[src/rtl/mcu_periph_uart.sv]
// mcu_periph_uart: memory-mapped 8N1 UART on the MCU peripheral bus.
//   Registers (mem_addr[3:2]): 0 DATA, 1 STATUS, 2 CLKDIV, 3 reserved.
//   TX path goes through a TX_FIFO_DEPTH-entry FIFO. RX path has a
//   single-byte holding register with sticky error flags.
// Ports:
//   sys_clk, rst         clock, synchronous active-high reset
//   mem_valid/mem_ready  valid/ready handshake, ready fixed 1 cycle after valid
//   mem_addr/mem_wdata/mem_wstrb/mem_rdata  native bus, wstrb==0 is a read
//   uart_tx/uart_rx      serial line (uart_rx is asynchronous)
//   irq_rx               level interrupt, equals rx_valid
module mcu_periph_uart #(
  parameter logic [15:0] DIV_RESET     = 16'd434,
  parameter int          TX_FIFO_DEPTH = 8
) (
  input  logic        sys_clk,
  input  logic        rst,
  input  logic        mem_valid,
  output logic        mem_ready,
  input  logic [31:0] mem_addr,
  input  logic [31:0] mem_wdata,
  input  logic [3:0]  mem_wstrb,
  output logic [31:0] mem_rdata,
  output logic        uart_tx,
  input  logic        uart_rx,
  output logic        irq_rx
);
  localparam int AW = $clog2(TX_FIFO_DEPTH);

  typedef enum logic [1:0] {S_IDLE, S_START, S_DATA, S_STOP} state_t;

  typedef struct packed {
    logic tx_overflow;
    logic rx_frame_err;
    logic rx_overrun;
    logic rx_valid;
    logic tx_busy;
    logic tx_empty;
    logic tx_full;
  } status_t;

  // ---------------------------------------------------------------- bus decode
  logic       acc, wr, rd;
  logic [1:0] reg_sel;
  logic       rd_data, w1c;

  // acc is the single cycle in which a transaction takes effect
  assign acc     = mem_valid & ~mem_ready;
  assign wr      = acc & (|mem_wstrb);
  assign rd      = acc & ~(|mem_wstrb);
  assign reg_sel = mem_addr[3:2];
  assign rd_data = rd && (reg_sel == 2'd0);
  assign w1c     = wr && (reg_sel == 2'd1) && mem_wstrb[0];

  logic unused_bits;
  assign unused_bits = ^{mem_addr[31:4], mem_addr[1:0], mem_wdata[31:16], mem_wstrb[3:2]};

  // ---------------------------------------------------------------- clock divider
  logic [15:0] clkdiv, per, half;
  assign per  = (clkdiv < 16'd4) ? 16'd4 : clkdiv;
  assign half = per >> 1;

  // ---------------------------------------------------------------- TX FIFO
  logic [7:0]  fifo [TX_FIFO_DEPTH];
  logic [AW:0] wptr, rptr;
  logic        full, empty, push_req, push, pop;
  state_t      tx_st;

  assign empty    = (wptr == rptr);
  assign full     = (wptr[AW] != rptr[AW]) && (wptr[AW-1:0] == rptr[AW-1:0]);
  assign push_req = wr && (reg_sel == 2'd0) && mem_wstrb[0];
  assign pop      = (tx_st == S_IDLE) && !empty;
  // a pop in the same cycle frees the slot the push needs
  assign push     = push_req && (!full || pop);

  always_ff @(posedge sys_clk) begin
    if (push) fifo[wptr[AW-1:0]] <= mem_wdata[7:0];
  end

  always_ff @(posedge sys_clk) begin
    if (rst) begin
      wptr <= '0;
      rptr <= '0;
    end else begin
      if (push) wptr <= wptr + 1'b1;
      if (pop)  rptr <= rptr + 1'b1;
    end
  end

  // ---------------------------------------------------------------- TX FSM
  // Bit counters reload from per at every bit boundary, so a CLKDIV
  // change lands on the next bit.
  logic [15:0] tx_cnt;
  logic [2:0]  tx_bit;
  logic [7:0]  tx_sh;

  always_ff @(posedge sys_clk) begin
    if (rst) begin
      tx_st   <= S_IDLE;
      tx_cnt  <= '0;
      tx_bit  <= '0;
      tx_sh   <= '0;
      uart_tx <= 1'b1;
    end else begin
      case (tx_st)
        S_IDLE: if (pop) begin
          tx_sh   <= fifo[rptr[AW-1:0]];
          tx_cnt  <= per - 16'd1;
          uart_tx <= 1'b0;
          tx_st   <= S_START;
        end
        S_START: if (tx_cnt == '0) begin
          uart_tx <= tx_sh[0];
          tx_sh   <= tx_sh >> 1;
          tx_bit  <= '0;
          tx_cnt  <= per - 16'd1;
          tx_st   <= S_DATA;
        end else tx_cnt <= tx_cnt - 16'd1;
        S_DATA: if (tx_cnt == '0) begin
          tx_cnt <= per - 16'd1;
          if (tx_bit == 3'd7) begin
            uart_tx <= 1'b1;
            tx_st   <= S_STOP;
          end else begin
            uart_tx <= tx_sh[0];
            tx_sh   <= tx_sh >> 1;
            tx_bit  <= tx_bit + 3'd1;
          end
        end else tx_cnt <= tx_cnt - 16'd1;
        S_STOP: if (tx_cnt == '0) tx_st <= S_IDLE;
                else tx_cnt <= tx_cnt - 16'd1;
        default: tx_st <= S_IDLE;
      endcase
    end
  end

  // ---------------------------------------------------------------- RX FSM
  // rx_s1/rx_s2 synchronise; rx_s3 is the previous synchronised value for
  // falling-edge detection. Sampling happens at mid-bit (half period after
  // the edge, then whole periods).
  logic        rx_s1, rx_s2, rx_s3;
  state_t      rx_st;
  logic [15:0] rx_cnt;
  logic [2:0]  rx_bit;
  logic [7:0]  rx_sh;
  logic        rx_stop_now, rx_ok, rx_ferr;

  assign rx_stop_now = (rx_st == S_STOP) && (rx_cnt == '0);
  assign rx_ok       = rx_stop_now & rx_s2;
  assign rx_ferr     = rx_stop_now & ~rx_s2;

  always_ff @(posedge sys_clk) begin
    if (rst) begin
      rx_s1  <= 1'b1;
      rx_s2  <= 1'b1;
      rx_s3  <= 1'b1;
      rx_st  <= S_IDLE;
      rx_cnt <= '0;
      rx_bit <= '0;
      rx_sh  <= '0;
    end else begin
      rx_s1 <= uart_rx;
      rx_s2 <= rx_s1;
      rx_s3 <= rx_s2;
      case (rx_st)
        S_IDLE: if (rx_s3 && !rx_s2) begin
          rx_cnt <= half - 16'd1;
          rx_st  <= S_START;
        end
        S_START: if (rx_cnt == '0) begin
          if (rx_s2) rx_st <= S_IDLE;   // glitch, not a start bit
          else begin
            rx_cnt <= per - 16'd1;
            rx_bit <= '0;
            rx_st  <= S_DATA;
          end
        end else rx_cnt <= rx_cnt - 16'd1;
        S_DATA: if (rx_cnt == '0) begin
          rx_sh  <= {rx_s2, rx_sh[7:1]};
          rx_cnt <= per - 16'd1;
          if (rx_bit == 3'd7) rx_st <= S_STOP;
          else rx_bit <= rx_bit + 3'd1;
        end else rx_cnt <= rx_cnt - 16'd1;
        S_STOP: if (rx_cnt == '0) rx_st <= S_IDLE;
                else rx_cnt <= rx_cnt - 16'd1;
        default: rx_st <= S_IDLE;
      endcase
    end
  end

  // ---------------------------------------------------------------- flags
  // Set events take priority over clears in the same cycle.
  logic [7:0] rx_byte;
  logic       rx_valid, rx_overrun, rx_frame_err, tx_overflow, rx_load;

  assign rx_load = rx_ok && (!rx_valid || rd_data);

  always_ff @(posedge sys_clk) begin
    if (rst) begin
      rx_byte      <= '0;
      rx_valid     <= 1'b0;
      rx_overrun   <= 1'b0;
      rx_frame_err <= 1'b0;
      tx_overflow  <= 1'b0;
    end else begin
      if (rx_load) begin
        rx_byte  <= rx_sh;
        rx_valid <= 1'b1;
      end else if (rd_data) rx_valid <= 1'b0;

      if (rx_ok && rx_valid && !rd_data) rx_overrun <= 1'b1;
      else if (w1c && mem_wdata[4])      rx_overrun <= 1'b0;

      if (rx_ferr)                  rx_frame_err <= 1'b1;
      else if (w1c && mem_wdata[5]) rx_frame_err <= 1'b0;

      if (push_req && !push)        tx_overflow <= 1'b1;
      else if (w1c && mem_wdata[6]) tx_overflow <= 1'b0;
    end
  end

  assign irq_rx = rx_valid;

  // ---------------------------------------------------------------- registers
  status_t     status;
  logic [31:0] rdata_nxt;

  assign status = '{tx_overflow: tx_overflow, rx_frame_err: rx_frame_err,
                    rx_overrun: rx_overrun, rx_valid: rx_valid,
                    tx_busy: (tx_st != S_IDLE), tx_empty: empty, tx_full: full};

  always_comb begin
    rdata_nxt = '0;
    case (reg_sel)
      2'd0:    rdata_nxt = {23'd0, rx_valid, rx_byte};
      2'd1:    rdata_nxt = {25'd0, status};
      2'd2:    rdata_nxt = {16'd0, clkdiv};
      default: rdata_nxt = '0;
    endcase
  end

  always_ff @(posedge sys_clk) begin
    if (rst) begin
      mem_ready <= 1'b0;
      mem_rdata <= '0;
      clkdiv    <= DIV_RESET;
    end else begin
      mem_ready <= acc;
      mem_rdata <= rd ? rdata_nxt : 32'd0;
      if (wr && (reg_sel == 2'd2)) begin
        if (mem_wstrb[0]) clkdiv[7:0]  <= mem_wdata[7:0];
        if (mem_wstrb[1]) clkdiv[15:8] <= mem_wdata[15:8];
      end
    end
  end

endmodule

[config.mk]
export PLATFORM = sky130hd
export DESIGN_NAME = mcu_periph_uart
export DESIGN_NICKNAME = d
export VERILOG_FILES = /design/src/rtl/mcu_periph_uart.sv
export SDC_FILE = /design/constraint.sdc
export NUM_CORES = 1
export LEC_CHECK = 0
export ABC_AREA = 1
export CAP_MARGIN = 5
export CORE_MARGIN = 2
export CORE_UTILIZATION = 45
export CTS_BUF_LIST = sky130_fd_sc_hd__clkbuf_16
export CTS_CLUSTER_DIAMETER = 60
export DETAILED_ROUTE_END_ITERATION = 8
export HOLD_SLACK_MARGIN = 0.05
export PLACE_DENSITY_LB_ADDON = 0.2
export SLEW_MARGIN = 15
export SYNTH_ARGS = -nofsm -noshare
export SYNTH_HDL_FRONTEND = slang
export SYNTH_SLANG_ARGS = --single-unit
[constraint.sdc]
create_clock -name sys_clk -period 5.8 [get_ports sys_clk]
set_clock_uncertainty 0.15 [all_clocks]
set_input_delay 1.16 -clock sys_clk [delete_from_list [all_inputs] [get_ports sys_clk]]
set_output_delay 1.16 -clock sys_clk [all_outputs]
set_load 0.01 [all_outputs]
==> implementation parameters, run 1 <==
Parameter                              Value

Drt
  Total iterations of the first detailed-routing run    6
  Antenna violation net count after detailed routing    0
  Post-route DRC    0
  Post-detailed-route wirelength per cell    15.7 um
  Vias    roughly 7,700
  Wire length reported by the detailed router    around 23,000 um
  Number of design-rule violations left by the first detailed-router iteration    517
  Vias per std cell    5.26

Yosys
  Number of instances in the synthesized netlist    about 1,200
  Flip-flop cell with the highest count after synthesis    sky130_fd_sc_hd__dfxtp_1
  Part of the Yosys area used for sequential elements    46.4%
  Synth top area share    approximately a quarter
  Cell with the most instances after synthesis    sky130_fd_sc_hd__nand2_1
  Area contributors post-synth    sky130_fd_sc_hd__dfxtp_1, sky130_fd_sc_hd__edfxtp_1, sky130_fd_sc_hd__nand2_1, sky130_fd_sc_hd__o21ai_0, sky130_fd_sc_hd__nor2_1
  Async set or reset register ratio after synthesis    0%
  Synth unique cells    51
  Area leader, netlist    sky130_fd_sc_hd__dfxtp_1
  Combined area of all synthesized cells    between 9000 and 10,000 um2
  Cell types with the highest counts after synthesis    sky130_fd_sc_hd__nand2_1, sky130_fd_sc_hd__nor2_1, sky130_fd_sc_hd__dfxtp_1, sky130_fd_sc_hd__o21ai_0, sky130_fd_sc_hd__inv_1
  Number of warnings printed during yosys synthesis    0
  EDFF count, synth    between 60 and 70
  Number of storage elements in the synthesis netlist    182
  Average instance area after synthesis    around 8.0 um2

Layout
  Area delta synth->final    13.2%
  Fraction of final layout cells sized beyond drive strength 1    around 8.3%
  Sequential cell area in the final layout    between 4000 and 5000 um2
  Multi-input gate area    4290 um2
  Number of fill cells    a little under 2,000
  Core Util, Final    between 50% and 60%
  Non-filler instance count after layout    about 1,500
  Fin area    about 10,000 um2
  Antenna Cells    0
  Fin nets    approximately 1,300

Job
  Maximum capacitance violations    0

Placed design
  Detailed Place HPWL    16,400 um
  Cell Count Post-Placement    roughly 1,400
  Port bufs    44
  Routability congestion estimate from global placement    0.928
  Cell area reported after detailed placement    around 9800 um2

STA
  Post-Route Hold Slack    about 0.26 ns
  RSZ-0062 raised after global routing    false
  Post-route clock period utilization    between 60% and 70%
  Tmin final    ~3.5 ns
  Normalized max-slew margin    between 30% and 40%
  F_max    285 MHz
  Accumulated negative setup slack    0 ns
  Final number of max-transition violations    0
  Endpoints failing setup    0
  Number of failing hold endpoints at the final stage    0
  Transition time at the pin with the least slew margin    between 0.9 and 1 ns

Floorplan
  Die H    roughly 150 um
  FP Rows    52
  Total die area    about 22,000 um2
  Horizontal die dimension    around 150 um
  I/O pin cnt    107
  Starting Density    45.7%
  Standard cell core area    20,200 um2

Clock tree
  Maximum buffer depth of the clock tree    2
  Clock Root Buffer    sky130_fd_sc_hd__clkbuf_16
  Post-cts sizing count    0
  Total setup buffers inserted after CTS    0
  Clock sink count    between 150 and 200
  Insertion delay to the later sink of the worst-skew pair    0.44 ns
  # H-tree levels    4
  Clock tree from TritonCTS    done
  Inserted Clock Buffers    17
  Number of buffers inserted by hold repair at cts    0
  Clock transition time at the flip-flop clock pins of the worst setup and hold paths    0.07 ns

Pwr
  Leakage component of the power    between 4 and 5 nW
  Worst-case vdd ir drop    0.206 mV
  Power Dens Cells    405 nW/um2

Run status
  Outcome    complete, no violations

Worst setup path
  Slowest-stage cell, CP    sky130_fd_sc_hd__nor2_1
  Critical R2R Launch    clkdiv[7]
  Worst path arrival time    around 3.4 ns
  Crit-path cells    clkdlybuf4s50_1 -> nor2_2 -> inv_1 -> nor2_1 -> nand2_1 -> inv_2 -> nand2_1 -> nor2_1
  Slowest stage delay, CP    0.71 ns
  CP max FO    10
  Crit path launch    mem_addr[3]
  Endpoint class of the critical path    register
  Crit Path Class    primary input to register
  Worst path required time    roughly 5.7 ns
  Critical path launch point type    primary input

GRT
  All-layer global routing usage    roughly 22%
  Number of antenna violations at the first check in global routing    0
  Global-route wire length before repair    between 30,000 and 40,000 um
  Final global-route overflow total    0
  Maximum number of pins on one net before global-route repair    39
  Vias in the first global route    around 7,100

Worst hold path
  Path class of the lowest-slack min-delay path    register to register
  Hold path start    rx_s1
-- flip-flops by register name, indices dropped and copies added, names as in the netlist, 8 cells and up, named ones only --
signal / cells
fifo: 64
tx_sh: 8
mem_rdata: 16
rx_sh: 8
tx_cnt: 16
clkdiv: 16
rx_byte: 8
rx_cnt: 16
-- layout make-up --
cell class                 instances  share of cell area, %
multi-input combinational        816                   41.1
inverter                         115                   4.13
clock inverter                    15                   1.76
tap                              270                   3.24
timing repair buffer              50                   4.65
sequential                       182                   41.0
clock buffer                      17                   4.07
-- cell usage in the layout (no fill, tap or decap), drive strengths merged, types with 17 or more instances in the layout --
master / netlist / final
a21oi: 97 / 97
a31oi: 17 / 17
clkbuf: 25 / 17
clkdlybuf4s50: 0 / 44
dfxtp: 118 / 118
edfxtp: 64 / 64
ha: 20 / 20
inv: 111 / 119
nand2: 209 / 209
nand3: 52 / 52
nor2: 161 / 161
nor3: 30 / 30
o21ai: 124 / 124
o22ai: 17 / 17
xor2: 28 / 28
-- metrics by stage --
stage,worst slack (ns),power [mW]
floorplan,2.79,2.74
CTS,2.05,4.26
detailed placement,1.59,3.07
global placement,1.69,3.06
global route,2.02,4.52
finish,2.29,4.23
-- worst max-delay path, delay by kind of cell --
family	cells	cell delay [ns]
and+or+nand+nor	5	1.45
buffers and inverters	3	0.81
-- kinds of logic after synthesis --
family,Yosys count,share of synthesized area (%)
AND/OR/NAND/NOR,470,23.3
AO/OA/AOI/OAI,276,16.4
flip-flops,182,46.4
buffers and inverters,167,7.81
XOR/XNOR,34,3.31
adder cells (fa/ha/maj),20,2.71
other,1,0.0406
-- path summary, 6_finish.rpt --
path | slack [ns] | cells past startpoint | endpoint
worst max-delay path | 2.29 | 8 | fifo[7][6]
worst min register to register | 0.26 | 1 | rx_s2
worst min-delay path | 0.26 | 1 | rx_s2
worst max register to register | 2.80 | 16 | rx_cnt[9]
-- where the power goes --
group          internal (mW)  leakage, nW  switching [mW]
combinational          0.491         2.23           0.998
sequential              1.44         1.54           0.118
clock                  0.621        0.295           0.562
-- routing by layer --
layer / global-route usage, % / up-vias / share of wire (%)
li1: - / 3900 / -
met1: 29.3 / 3554 / 46
met2: 35.0 / 209 / 46
met3: 4.72 / 38 / 5.2
met4: 7.07 / 0 / 2.3
met5: 0 / - / 0
No activity file was read; power rests on OpenSTA's default activity.
==> run 2, diff against run 1 <==
==> constraint.sdc (replaced) <==
create_clock -name sys_clk -period 3.6 [get_ports sys_clk]
set_clock_uncertainty 0.15 [all_clocks]
set_input_delay 0.72 -clock sys_clk [delete_from_list [all_inputs] [get_ports sys_clk]]
set_output_delay 0.72 -clock sys_clk [all_outputs]
set_load 0.01 [all_outputs]
==> run 2 against run 1 <==
Net effect: non-clock buffer count is 8 higher; cell count rose by 0.55%; first-iteration DRC count up 15%; die area did not move; worst setup slack worse by 1.6 ns; power rose by 60%; worst hold slack improved by 0.00090 ns; utilization rose by 0.068 points; largest power group unchanged; highest routed layer unchanged.
==> implementation parameters, run 2 (synthesis gave the netlist of run 1 again) <==
Parameter                              Value

Run status
  Outcome    complete, no violations

GRT
  Number of antenna violations at the first check in global routing    0 (unchanged)
  Vias in the first global route    7,086 (+0.27%)
  Maximum number of pins on one net before global-route repair    63 (+62%)
  All-layer global routing usage    21.7% (-0.073 points)
  Final global-route overflow total    0 (unchanged)
  Global-route wire length before repair    37,200 um (+0.22%)

Placed design
  Routability congestion estimate from global placement    0.927 (about the same)
  Port bufs    44 (unchanged)
  Cell Count Post-Placement    1,441 (+0.56%)
  Detailed Place HPWL    16,400 um (-0.40%)

Floorplan
  Die H    147 um (unchanged)
  Horizontal die dimension    147 um (unchanged)
  Standard cell core area    20,200 um2 (unchanged)
  I/O pin cnt    107 (unchanged)
  Total die area    21,700 um2 (unchanged)
  FP Rows    52 (unchanged)
  Starting Density    45.7% (unchanged)

STA
  Endpoints failing setup    0 (unchanged)
  Final number of max-transition violations    0 (unchanged)
  Tmin final    between 2 and 3 ns
  Transition time at the pin with the least slew margin    0.916 ns (-0.0141 ns)
  Post-Route Hold Slack    0.265 ns (+0.000900 ns)
  Post-route clock period utilization    roughly four fifths
  F_max    about 350 MHz
  RSZ-0062 raised after global routing    false
  Accumulated negative setup slack    0 ns (unchanged)
  Number of failing hold endpoints at the final stage    0 (unchanged)
  Normalized max-slew margin    38.9% (+0.94 points)

Clock tree
  Clock tree from TritonCTS    done
  Clock sink count    182 (unchanged)
  Number of buffers inserted by hold repair at cts    0 (unchanged)
  Inserted Clock Buffers    17 (unchanged)
  Clock transition time at the flip-flop clock pins of the worst setup and hold paths    0.08 ns (about the same)
  Total setup buffers inserted after CTS    0 (unchanged)
  Clock Root Buffer    sky130_fd_sc_hd__clkbuf_16
  Post-cts sizing count    0 (unchanged)
  Insertion delay to the later sink of the worst-skew pair    0.44 ns (about the same)
  # H-tree levels    4 (unchanged)
  Maximum buffer depth of the clock tree    2 (unchanged)

Drt
  Vias    7,755 (+0.70%)
  Vias per std cell    5.26 (+0.15%)
  Wire length reported by the detailed router    23,300 um (+0.99%)
  Antenna violation net count after detailed routing    0 (unchanged)
  Post-detailed-route wirelength per cell    15.8 um (+0.44%)
  Total iterations of the first detailed-routing run    6 (unchanged)
  Number of design-rule violations left by the first detailed-router iteration    595 (+15%)
  Post-route DRC    0 (unchanged)

Worst setup path
  Endpoint class of the critical path    register
  Slack of the worst reg-to-reg path    0.73 ns (-2.07 ns)
  Critical path launch point type    register
  CP max FO    6 (-4)
  Worst path required time    3.82 ns (-1.89 ns)
  Worst path arrival time    3.09 ns (-0.33 ns)
  Crit Path Class    register to register

Pwr
  Logic pwr share    35.8% (+0.6 points)
  Relative contribution of sequential cells to total power    37.1% (+0.2 points)
  PnR Total Power    6.78 mW (+60%)
  Sw Ratio    40.3% (+0.68 points)
  Worst-case vdd ir drop    0.326 mV (+58%)
  Power Dens Cells    649 nW/um2 (+60%)
  Leakage component of the power    4.08 nW (+0.41%)
  Internal cell power    4.05 mW (+58%)
  Clk pwr share    27.1% (-0.8 points)
  Net load switching power    2.73 mW (+63%)

Layout
  Fin nets    1,282 (+0.63%)
  Most frequent cells in the layout    sky130_fd_sc_hd__nand2_1, sky130_fd_sc_hd__nor2_1, sky130_fd_sc_hd__dfxtp_1
  Number of fill cells    1,936 (-0.72%)
  Non-filler instance count after layout    1,473 (+0.55%)
  Fraction of final layout cells sized beyond drive strength 1    8.65% (+0.36 points)
  Largest register FFs    64 (unchanged)
  Area delta synth->final    13.3%
  Antenna Cells    0 (unchanged)
  Most common library cell in the layout ignoring fill and taps    sky130_fd_sc_hd__nand2_1

Job
  Maximum capacitance violations    0 (unchanged)

Worst hold path
  Path class of the lowest-slack min-delay path    register to register
==> run 2: cell types whose count changed in the layout (fill, tap and decap cells not counted), sizes merged <==
cell	previous run	this run
buf	6	14
clkinvlp	1	3
bufinv	1	0
clkinv	9	8
==> run 2: worst max-delay path, stage by stage (launching register included) <==
cell                      delay [ns]
sky130_fd_sc_hd__dfxtp_1        0.42
sky130_fd_sc_hd__nor2_4         0.20
sky130_fd_sc_hd__nand2_4        0.09
sky130_fd_sc_hd__nor2_4         0.10
sky130_fd_sc_hd__nand2_4        0.10
sky130_fd_sc_hd__nand2_1        0.20
sky130_fd_sc_hd__ha_1           0.22
sky130_fd_sc_hd__nand2_1        0.11
sky130_fd_sc_hd__nor2_4         0.18
sky130_fd_sc_hd__inv_1          0.12
sky130_fd_sc_hd__nor2_1         0.17
sky130_fd_sc_hd__nand2_1        0.09
sky130_fd_sc_hd__xor2_1         0.22
sky130_fd_sc_hd__nand2_1        0.12
sky130_fd_sc_hd__nand2_1        0.07
sky130_fd_sc_hd__nand2_1        0.05
sky130_fd_sc_hd__a31oi_1        0.18
==> run 2: path summary, 6_finish.rpt <==
path,end,cells after the start,from
max,rx_cnt[9],16,clkdiv[5]
min,rx_s2,1,rx_s1
max reg2reg,rx_cnt[9],16,clkdiv[5]
min reg2reg,rx_s2,1,rx_s1
==> run 2: metal layers <==
metal | vias up | track usage [%] | wire [um] | part of all wire (%)
li1 | 3897 | - | - | -
met5 | - | 0 | 0 | 0
met2 | 240 | 35.3 | 10600 | 45
met4 | 0 | 6.88 | 526 | 2.3
met3 | 42 | 3.88 | 1270 | 5.4
met1 | 3576 | 29.4 | 10900 | 47
==> run 2: stage by stage <==
| step | setup slack (ns) | utilization [%] | instance area [um2] |
|---|---|---|---|
| 6_report | 0.729 | 51.8 | 10500 |
| 5_1_grt | 0.492 | 51.8 | 10500 |
| 4_1_cts | 0.764 | 51.8 | 10500 |
| 3_5_place_dp | 0.540 | 49.0 | 9880 |
| 3_3_place_gp | 0.555 | 49.0 | 9880 |
| 2_1_floorplan | 1.03 | - | 9280 |
==> run 2: layout make-up <==
class	instances	area [um2]	share of cell area, %
inverter	115	432	4.13
multi-input combinational	816	4280	40.9
clock buffer	17	425	4.07
clock inverter	15	153	1.46
tap	270	338	3.23
sequential	182	4280	41.0
timing repair buffer	58	546	5.22
==> run 2: power by group through the flow <==
stage          Clock [mW]  Sequential, mW  Combinational, mW
2_1_floorplan           0            2.51               1.90
3_3_place_gp            0            2.56               2.37
3_5_place_dp            0            2.56               2.40
4_1_cts              1.87            2.51               2.42
5_1_grt              1.95            2.54               2.73
6_report             1.84            2.52               2.43
